`config.mk`:
```
export PLATFORM = sky130hd
export DESIGN_NAME = i2s_rx_deserializer
export DESIGN_NICKNAME = d
export VERILOG_FILES = /design/src/rtl/i2s_rx_pkg.sv /design/src/rtl/i2s_rx_sync.sv /design/src/rtl/i2s_rx_deserializer.sv
export SDC_FILE = /design/constraint.sdc
export NUM_CORES = 1
export LEC_CHECK = 0
export BUFFER_PORTS_ARGS = -buffer_cell sky130_fd_sc_hd__buf_2
export CAP_MARGIN = 20
export CORE_UTILIZATION = 59
export CTS_CLUSTER_DIAMETER = 150
export DETAILED_ROUTE_END_ITERATION = 16
export PLACE_DENSITY_LB_ADDON = 0.3
export SLEW_MARGIN = 20
export SYNTH_ARGS = -nofsm -noshare
export SYNTH_HDL_FRONTEND = slang
export SYNTH_HIERARCHICAL = 1
export SYNTH_SLANG_ARGS = --single-unit
```
`constraint.sdc`:
```
create_clock -name WB_CLK -period 3.66 [get_ports WB_CLK]
set_input_delay 0.366 -clock WB_CLK [delete_from_list [all_inputs] [get_ports WB_CLK]]
set_output_delay 0.366 -clock WB_CLK [all_outputs]
set_load 0.02 [all_outputs]
```
`src/rtl/i2s_rx_pkg.sv`:
```
// i2s_rx_pkg: shared state type, channel codes and counter sizing for the I2S receiver
package i2s_rx_pkg;
  typedef enum logic [1:0] {IDLE = 2'd0, SYNC = 2'd1, SHIFT = 2'd2} state_t;
  localparam logic CHAN_LEFT = 1'b0;
  localparam logic CHAN_RIGHT = 1'b1;
  function automatic int cnt_width(input int dw);
    return $clog2(dw + 1);
  endfunction
endpackage

```
`src/rtl/i2s_rx_sync.sv`:
```
// i2s_rx_sync: two-flop synchronizer with a history flop for rising-edge detection
module i2s_rx_sync (
  input  logic clk,
  input  logic rst_n,
  input  logic d,
  output logic s,
  output logic rise
);
  logic m, h;
  always_ff @(posedge clk or negedge rst_n)
    if (!rst_n) {m, s, h} <= '0;
    else {m, s, h} <= {d, m, s};
  assign rise = s & ~h;
endmodule

```
`src/rtl/i2s_rx_deserializer.sv`:
```
// i2s_rx_deserializer: oversampled Philips I2S receiver with a single-entry valid/ready output
// Define I2S_RX_DEBUG_EN to build the registered rx_debug_o bus; otherwise it is tied to zero.
module i2s_rx_deserializer
  import i2s_rx_pkg::*;
#(
  parameter int DATA_WIDTH = 16
) (
  input  logic                  WB_CLK,
  input  logic                  WB_RST_n,
  input  logic                  I2S_CLK_i,
  input  logic                  I2S_WS_CLK_i,
  input  logic                  I2S_DIN_i,
  input  logic                  rx_en_i,
  output logic [DATA_WIDTH-1:0] rx_data_o,
  output logic                  rx_chan_o,
  output logic                  rx_valid_o,
  input  logic                  rx_ready_i,
  output logic                  rx_ovf_o,
  input  logic                  ovf_clr_i,
  output logic [7:0]            rx_debug_o
);
  localparam int CW = cnt_width(DATA_WIDTH);
  state_t state, state_nxt;
  logic sck_s, sck_rise, ws_s, ws_rise, din_s, din_rise, unused_sync;
  logic ws_last, ws_edge, take, fin, load, ovf_set;
  logic [DATA_WIDTH-1:0] shreg, shreg_nxt, word;
  logic [CW-1:0] bit_cnt, cnt_nxt;
  i2s_rx_sync u_sck (.clk(WB_CLK), .rst_n(WB_RST_n), .d(I2S_CLK_i), .s(sck_s), .rise(sck_rise));
  i2s_rx_sync u_ws (.clk(WB_CLK), .rst_n(WB_RST_n), .d(I2S_WS_CLK_i), .s(ws_s), .rise(ws_rise));
  i2s_rx_sync u_din (.clk(WB_CLK), .rst_n(WB_RST_n), .d(I2S_DIN_i), .s(din_s), .rise(din_rise));
  assign unused_sync = ws_rise ^ din_rise ^ sck_s;
  assign ws_edge = sck_rise & (ws_s != ws_last);
  always_ff @(posedge WB_CLK or negedge WB_RST_n)
    if (!WB_RST_n) state <= IDLE;
    else state <= state_nxt;
  always_comb
    state_nxt = !rx_en_i ? IDLE :
                (state == IDLE) ? SYNC :
                (state == SYNC && ws_edge) ? SHIFT : state;
  // The WS-change rise still carries the old word's LSB, so it is shifted before finalizing.
  always_comb begin
    take = sck_rise && state == SHIFT && bit_cnt < CW'(DATA_WIDTH);
    shreg_nxt = take ? {shreg[DATA_WIDTH-2:0], din_s} : shreg;
    cnt_nxt = take ? bit_cnt + 1'b1 : bit_cnt;
    fin = ws_edge && state == SHIFT && rx_en_i && cnt_nxt != '0;
    word = shreg_nxt << (CW'(DATA_WIDTH) - cnt_nxt);
  end
  // ws_last follows WS while idle so edges seen before enabling never count.
  always_ff @(posedge WB_CLK or negedge WB_RST_n)
    if (!WB_RST_n) begin
      shreg <= '0;
      bit_cnt <= '0;
      ws_last <= 1'b0;
    end else begin
      shreg <= (state == SHIFT && !ws_edge) ? shreg_nxt : '0;
      bit_cnt <= (state == SHIFT && !ws_edge) ? cnt_nxt : '0;
      ws_last <= (state == IDLE || sck_rise) ? ws_s : ws_last;
    end
  assign load = fin & (~rx_valid_o | rx_ready_i);
  assign ovf_set = fin & rx_valid_o & ~rx_ready_i;
  always_ff @(posedge WB_CLK or negedge WB_RST_n)
    if (!WB_RST_n) begin
      rx_data_o <= '0;
      rx_chan_o <= CHAN_LEFT;
      rx_valid_o <= 1'b0;
      rx_ovf_o <= 1'b0;
    end else begin
      rx_valid_o <= load | (rx_valid_o & ~rx_ready_i);
      rx_ovf_o <= ovf_set | (rx_ovf_o & ~ovf_clr_i);
      if (load) begin
        rx_data_o <= word;
        rx_chan_o <= ws_last;
      end
    end
`ifdef I2S_RX_DEBUG_EN
  always_ff @(posedge WB_CLK or negedge WB_RST_n)
    if (!WB_RST_n) rx_debug_o <= '0;
    else rx_debug_o <= {state, ws_s, sck_s, din_s, rx_ovf_o, bit_cnt[1:0]};
`else
  assign rx_debug_o = 8'h00;
`endif
endmodule
```
==> flow_summary.ini, run 1 <==
[clock_tree]
cts_max_path_buffers = 2
cts_max_level = 2
root_buffer = clkbuf_8
hold_buffers = 0
clk_latency_ns = 0.31
cts_made_buffers = 5
postCtsSetupBuffers = 0
cts.repair.resized = 0
clkSinkCount = 50
tritoncts = done
clk_pin_slew_ns = 0.09

[worst_setup_path]
path_cells = nor2b_4 -> and4bb_1 -> buf_4 -> mux2i_1 -> o22ai_2 -> xor2_2 -> buf_4 -> mux2i_1 -> nand2_1 -> a32o_1
slowest_stage = xor2_2
arrival_ns = 3.21
critPathTopFamily = buffers and inverters
worst-path-max-fanout = 32
worst-path-buf-inv = 2
critPathMaxStageDelay_ns = 0.47
crit_required_ns = 3.86
crit_type = flip-flop to flip-flop
cp-end-kind = flip-flop
critPathLaunchType = flip-flop

[sta]
final_hold_viol_count = 0
fmax_mhz = 332
rsz0062_at_grt = no
tns_ns = 0
period_minus_slack_ns = 3.01
slew_headroom_pct = 54.1
worstMarginPinSlew_ns = 0.687
setup_violations = 0
fin_ws_ns = 0.649
timing.hold.ws_ns = 0.0484
min_period_over_period_pct = 82.3
skew_ns = 0.00766
finalMaxSlewViolations = 0

[grt]
grtUsageTotal_pct = 25.9
antenna_found_initial = 0
grt_pass1_wl_mm = 10.8
grt_overflow = 0
grt_max_degree = 51
grt_pass1_vias = 2237

[placed_design]
portBuffers = 26
dpl.hpwl_mm = 4.57
placedCellCount = 406
gp_congestion = 0.919
post-place-ws_ns = 0.667

[floorplan]
core_mm2 = 0.00485
num_rows = 25
die-area_mm2 = 0.00543
io_pins = 35
die_x_um = 73.7
initial_core_util_pct = 62.5
fp.dieH_um = 73.7

[drt]
drc = 0
drt_iter0_drc = 199
firstDrtPassIters = 5
routed-via-count = 2528
avgRoutedWirePerCell_um = 15.4
ant_nets = 0
vias_per_cell = 6.11
routed_wl_mm = 6.37

[power_and_ir_drop]
finalPower_mw = 0.982
powerDensity_mw_per_mm2 = 300
leakagePower_nw = 1.44
peakVddDrop_mv = 0.177

[cells_and_area]
n_fill_cell = 390
fin_cells = 414
final_nets = 356
antenna_cells = 0
area_delta_synth_final_pct = 7.92
drive_gt1_share_pct = 19.0

[synth]
synth_area_mm2 = 0.00303
postSynthCellCount = 327
yosys_warnings = 6
syn-mean-instance-area_um2 = 9.27

[run]
cap_violations = 0

[outcome]
status = finished clean

[min_path]
min_path_type = input port to asynchronous set/reset pin
[flip-flops by register name, summed over array words and instances, names as in the netlist, 2 cells and up]
signal,flops
rx_data_o,16
shreg,16
state,2
bit_cnt,5
[routing by layer]
metal	routed length [um]	global-route usage, %
met5	0	0
met3	471	6.31
met1	2930	36.6
met2	2910	39.7
met4	59	6.84
[placed cells by master, fill, tap and decap left out, drive strengths merged, types with 8 or more instances in the layout]
cell type	count
o21ai	19
nand2	64
a21oi	26
conb	8
a31oi	14
nor2	16
mux2	10
dfrtp	50
buf	35
mux2i	11
[through the flow]
step                      cell area [um^2]  utilization (%)
after floorplan                       3060                -
after global placement                3160             65.2
after detailed placement              3160             65.2
after CTS                             3270             67.4
after global routing                  3270             67.5
final                                 3270             67.5
[worst register-to-register path, stage by stage (launching register included)]
cell	delay [ns]
dfrtp_1	0.40
nor2b_4	0.20
and4bb_1	0.25
buf_4	0.34
mux2i_1	0.26
o22ai_2	0.11
xor2_2	0.47
buf_4	0.29
mux2i_1	0.26
nand2_1	0.07
a32o_1	0.26
[final timing paths]
path	startpoint	to	depth (start not counted)	slack [ns]
worst max-delay path	u_sck/h	rx_data_o[14]	10	0.65
worst min-delay path	WB_RST_n	state[0]	1	0.05
worst max register to register	u_sck/h	rx_data_o[14]	10	0.65
worst min register to register	u_din/m	u_din/s	0	0.35
max in group asynchronous	WB_RST_n	bit_cnt[4]	1	3.18
min in group WB_CLK	I2S_WS_CLK_i	u_ws/m	1	0.16
[layout make-up]
class / instances / area (um^2) / share of cell area [%]
timing repair buffer: 35 / 200 / 6.12
inverter: 4 / 15.0 / 0.459
tap: 67 / 83.8 / 2.56
clock inverter: 3 / 40.0 / 1.22
multi-input combinational: 250 / 1610 / 49.3
clock buffer: 5 / 68.8 / 2.10
sequential: 50 / 1250 / 38.2
[power breakdown]
part           internal (mW)  leakage, nW  switching, mW  total (mW)
Sequential             0.559        0.678        0.00562       0.564
Combinational         0.0121        0.705         0.0305      0.0427
Clock                  0.201       0.0579          0.174       0.375
Total                  0.772         1.44          0.210       0.982
Note: power is estimated with default switching activity, not from simulation.
==> inputs of run 2 (changes only) <==
--- a/config.mk
+++ b/config.mk
@@ -5,9 +5,10 @@
 export SDC_FILE = /design/constraint.sdc
 export NUM_CORES = 1
 export LEC_CHECK = 0
+export ABC_AREA = 1
 export BUFFER_PORTS_ARGS = -buffer_cell sky130_fd_sc_hd__buf_2
 export CAP_MARGIN = 20
-export CORE_UTILIZATION = 59
+export CORE_UTILIZATION = 53
 export CTS_CLUSTER_DIAMETER = 150
 export DETAILED_ROUTE_END_ITERATION = 16
 export PLACE_DENSITY_LB_ADDON = 0.3
==> constraint.sdc (replaced) <==
create_clock -name WB_CLK -period 2.46 [get_ports WB_CLK]
set_input_delay 0.246 -clock WB_CLK [delete_from_list [all_inputs] [get_ports WB_CLK]]
set_output_delay 0.246 -clock WB_CLK [all_outputs]
set_load 0.02 [all_outputs]
==> run 2 against run 1 <==
Via count up 20%. Sequential share of layout area down 3.1 points. Area after synthesis rose by 4.6%. First-iteration DRC count grew 16%. Synthesized cell count increased by 49%. Clock-buffer cell count is 2 higher. Global-route usage decreased by 1.3 points. Cell count rose by 43%. Core utilization is 4.4 points lower. Combinational power rose to 2.6 times the previous value.
==> flow_summary.ini, run 2 <==
[clock_tree]
clkSinkCount = 50
clk_pin_slew_ns = 0.10
root_buffer = clkbuf_8
tritoncts = done
cts_max_path_buffers = 2
clk_latency_ns = 0.31
cts_made_buffers = 5
cts_max_level = 2

[cells_and_area]
drive_gt1_share_pct = 15.7
n_fill_cell = 525
final_nets = 530
area_delta_synth_final_pct = 12.3
final_cell_mix = nand2_1 (260), dfrtp_1 (50), nand3_1 (39)
reg_top3 = rx_data_o x16, shreg x16, bit_cnt x5
finalInstanceArea_mm2 = 0.00356
antenna_cells = 0
layout_commonest_cell = nand2_1

[worst_setup_path]
r2r_slack_ns = 0.11
critPathLaunchType = flip-flop
crit_required_ns = 2.71
crit_type = flip-flop to flip-flop
worst_r2r_endpoint = rx_data_o[14]
cp-end-kind = flip-flop
reg2regPathDepth = 17
rr_startpoint = u_sck/s
worst-path-max-fanout = 5
arrival_ns = 2.60

[grt]
grtUsageMet3_pct = 3.91
gr-max-usage-layer = met2
grt_overflow = 0
grt_pass1_wl_mm = 12.0
grt_pass1_vias = 2710
antenna_found_initial = 0
grt_max_degree = 32
grt_use_met1_pct = 32.5
met2_usage_pct = 41.7
grtUsageTotal_pct = 24.6

[floorplan]
core_mm2 = 0.00564
fp.dieH_um = 79.3
initial_core_util_pct = 56.2
io_pins = 35
num_rows = 27
die-area_mm2 = 0.00630
die_x_um = 79.3

[synth]
syn-mean-instance-area_um2 = 6.51
yosys_warnings = 6
synth_area_mm2 = 0.00317
postSynthCellCount = 487

[outcome]
status = finished clean

[sta]
skew_ns = 0.0157
min_period_over_period_pct = 95.6
fmax_mhz = 425
finalMaxSlewViolations = 0
slew_headroom_pct = 53.7
period_minus_slack_ns = 2.35
final_hold_viol_count = 0
setup_violations = 0
worstMarginPinSlew_ns = 0.693

[placed_design]
gp_congestion = 0.944
portBuffers = 26
placed_area_mm2 = 0.00337
dpl.hpwl_mm = 5.17

[drt]
drt_iter0_drc = 231
vias_per_cell = 5.13
routed-via-count = 3041
firstDrtPassIters = 5
avgRoutedWirePerCell_um = 12.1
routed_wl_mm = 7.16
drc = 0
ant_nets = 0

[min_path]
whs_path_depth = 1
min_path_type = input port to flip-flop
holdPathEnd = u_ws/m
min_from = I2S_WS_CLK_i

[power_and_ir_drop]
finalPower_mw = 1.44
peakVddDrop_mv = 0.313
powerDensity_mw_per_mm2 = 405
leakagePower_nw = 2.01

[run]
cap_violations = 0
run 2: changes by cell type in the layout (fill, tap and decap cells not counted), moves of 7 or more:
cell	previous run	this run
a21oi_1	26	6
a31oi_1	14	0
inv_1	3	29
mux2_2	10	0
mux2i_1	11	0
nand2_1	64	260
nand2_2	0	11
nand3_1	6	39
nand4_1	2	9
nor2_1	16	26
o21ai_0	16	4
run 2: worst max path at each step:
stage	slack, ns	cells past startpoint	endpoint	from
after floorplan	0.11	18	rx_data_o[10]	bit_cnt[4]
after global placement	0.12	18	rx_data_o[8]	bit_cnt[4]
after detailed placement	0.01	17	rx_data_o[13]	u_sck/s
after CTS	0.01	15	rx_data_o[4]	u_sck/h
after global routing	-0.05	17	rx_data_o[14]	u_sck/s
final	0.11	17	rx_data_o[14]	u_sck/s
run 2: critical path, cell delays in order, from the launching register on:
cell and delay, ns:
dfrtp_1 0.35, inv_1 0.07, nor2_4 0.18, nand3_4 0.11, nor2_4 0.16, nand2_1 0.11
nand2_2 0.09, nor2_1 0.05, nand2_2 0.06, inv_1 0.04, ha_1 0.18, nor3b_2 0.17
nand2_1 0.09, inv_2 0.09, nand3_4 0.14, a21oi_4 0.24, nand3_1 0.11, nand3_1 0.08
run 2: area by class of cell:
class                   count  area (um^2)  share of cell area (%)
well taps                  72         90.1                    2.53
clock inverters             1         5.00                   0.141
repair buffers             44          280                    7.87
clock buffers               7         86.3                    2.43
multi-input cells         384         1710                    48.0
inverters                  35          136                    3.83
flip-flops and latches     50         1250                    35.1
run 2: stage by stage:
stage                     hold WS (ns)  worst slack, ns  instances  utilization (%)  setup TNS, ns
final                           0.0452            0.108        593             63.1              0
after global routing            0.0391          -0.0516        593             63.1         -0.399
after CTS                       0.0369           0.0107        591             62.0              0
after detailed placement         0.259          0.00972        581             59.8              0
after global placement           0.260            0.116        581             59.8              0
after floorplan                -0.0496            0.105        494                -              0
run 2: routing by layer:
metal	vias to the layer above	wire length, um	part of all wire [%]
met1	1407	3260	46
met5	-	0	0
met2	78	3570	50
met4	0	70	0.98
li1	1545	-	-
met3	11	257	3.6
run 2: timing repair:
item / in CTS / in global routing
hold buffers: 1 / 0
resized for setup: 3 / 12
setup endpoints to repair: 5 / 17
buffers inserted: 0 / 2
endpoints found under the hold margin: 50 / 0
pin swaps: 0 / 3
gates cloned: 1 / 0
run 2: report_power, final:
group	total, mW	internal (mW)	leakage [nW]	switching [mW]
registers	0.838	0.831	0.678	0.00707
logic	0.113	0.0320	1.28	0.0806
clock network	0.489	0.227	0.0482	0.262
total	1.44	1.09	2.01	0.349
==> inputs of run 3 (changes only) <==
--- a/config.mk
+++ b/config.mk
@@ -11,6 +11,7 @@
 export CORE_UTILIZATION = 53
 export CTS_CLUSTER_DIAMETER = 150
 export DETAILED_ROUTE_END_ITERATION = 16
+export MAX_ROUTING_LAYER = met4
 export PLACE_DENSITY_LB_ADDON = 0.3
 export SLEW_MARGIN = 20
 export SYNTH_ARGS = -nofsm -noshare
==> run 3 against run 2 <==
Clock skew shrank 0.0052 ns. Sequential power is essentially flat. First-iteration DRC count grew 6.5%. Register-to-register slack is essentially flat. Critical endpoint unchanged. Clock power shrank 1%. Worst setup slack lost 0.012 ns. Combinational power is essentially flat. Highest routed layer unchanged. Power shrank 0.44%. Non-clock buffer count is the same.
==> flow_summary.ini, run 3 (synthesis results as in run 2) <==
[outcome]
status = finished clean

[sta]
tns_ns = 0
min_period_over_period_pct = 96.1
setup_violations = 0
finalMaxSlewViolations = 0
fmax_mhz = 423
skew_ns = 0.0105
worstMarginPinSlew_ns = 0.706
final_hold_viol_count = 0
fin_ws_ns = 0.0957
period_minus_slack_ns = 2.36
slew_headroom_pct = 52.8
timing.hold.ws_ns = 0.0457

[cells_and_area]
antenna_cells = 0
layout_commonest_cell = nand2_1
utilization_pct = 63.1
fin_cells = 593
final_cell_mix = nand2_1 (260), dfrtp_1 (50), nand3_1 (39)
drive_gt1_share_pct = 15.7
reg_top3 = rx_data_o x16, shreg x16, bit_cnt x5
final_nets = 530
area_delta_synth_final_pct = 12.3
finalInstanceArea_mm2 = 0.00356

[grt]
antenna_found_initial = 0
grt_max_degree = 32
met2_usage_pct = 41.7
grtUsageMet3_pct = 3.91
grt_use_met1_pct = 32.6
grt_overflow = 0
grtUsageTotal_pct = 25.3
grt_pass1_vias = 2709
gr-max-usage-layer = met2
grt_pass1_wl_mm = 12.0

[floorplan]
num_rows = 27
initial_core_util_pct = 56.2
fp.dieH_um = 79.3
die-area_mm2 = 0.00630
core_mm2 = 0.00564
die_x_um = 79.3
io_pins = 35

[clock_tree]
cts_made_buffers = 5
clk_pin_slew_ns = 0.09
root_buffer = clkbuf_8
clkSinkCount = 50
clk_latency_ns = 0.30
cts_max_level = 2
cts_max_path_buffers = 2
tritoncts = done

[power_and_ir_drop]
finalPower_mw = 1.43
powerDensity_mw_per_mm2 = 403
leakagePower_nw = 2.01
peakVddDrop_mv = 0.311

[min_path]
min_path_type = input port to flip-flop

[worst_setup_path]
crit_type = flip-flop to flip-flop
arrival_ns = 2.61
cp-end-kind = flip-flop
crit_required_ns = 2.71
worst-path-max-fanout = 5
critPathLaunchType = flip-flop

[drt]
drt_iter0_drc = 246
avgRoutedWirePerCell_um = 12.1
vias_per_cell = 5.08
routed_wl_mm = 7.17
ant_nets = 0
firstDrtPassIters = 4
routed-via-count = 3014
drc = 0

[placed_design]
placedCellCount = 581
dpl.hpwl_mm = 5.17
placed_area_mm2 = 0.00337
gp_congestion = 0.961
post-place-ws_ns = 0.00972
portBuffers = 26

[run]
cap_violations = 0
[run 3: cell counts in the layout (fill, tap and decap cells not counted)]
No cell type changed its count.
[run 3: path summary, 6_finish.rpt]
kind / slack [ns] / endpoint / cells after the start / start
hold reg to reg: 0.36 / u_din/s / 0 / u_din/m
setup reg to reg: 0.1 / rx_data_o[14] / 17 / u_sck/s
max in group asynchronous: 1.72 / rx_chan_o / 3 / WB_RST_n
hold / removal: 0.05 / u_ws/m / 1 / I2S_WS_CLK_i
min in group asynchronous: 0.46 / rx_data_o[15] / 3 / WB_RST_n
setup / recovery: 0.1 / rx_data_o[14] / 17 / u_sck/s
[run 3: final cells by class]
cell class	instances	area [um^2]
fill	525	2080
multi-input combinational	384	1710
sequential	50	1250
timing repair buffer	44	280
inverter	35	136
tap	72	90.1
clock buffer	7	86.3
clock inverter	1	5.00
[run 3: power breakdown]
part | switching [mW] | total [mW] | internal, mW
registers | 0.00706 | 0.838 | 0.831
clock network | 0.256 | 0.483 | 0.227
logic | 0.0804 | 0.112 | 0.0320
total | 0.343 | 1.43 | 1.09
[run 3: critical path, cell delays in order, from the launching register on]
cell and delay, ns:
dfrtp_1 0.35, inv_1 0.07, nor2_4 0.18, nand3_4 0.11, nor2_4 0.16, nand2_1 0.11
nand2_2 0.09, nor2_1 0.05, nand2_2 0.06, inv_1 0.04, ha_1 0.18, nor3b_2 0.17
nand2_1 0.09, inv_2 0.09, nand3_4 0.14, a21oi_4 0.24, nand3_1 0.11, nand3_1 0.08
[run 3: what timing repair did]
action                                  in CTS  in global routing
buffers inserted                             0                  2
hold buffers                                 1                  0
endpoints found under the hold margin       50                  0
endpoints found under the setup margin       5                 17
pin swaps                                    0                  3
gates cloned                                 1                  0
resized for setup                            3                 12
[run 3: routing by layer]
layer / part of all wire [%] / wire length [um]
met3: 3.7 / 268
met4: 0.74 / 53
met1: 46 / 3280
met5: 0 / 0
met2: 50 / 3570
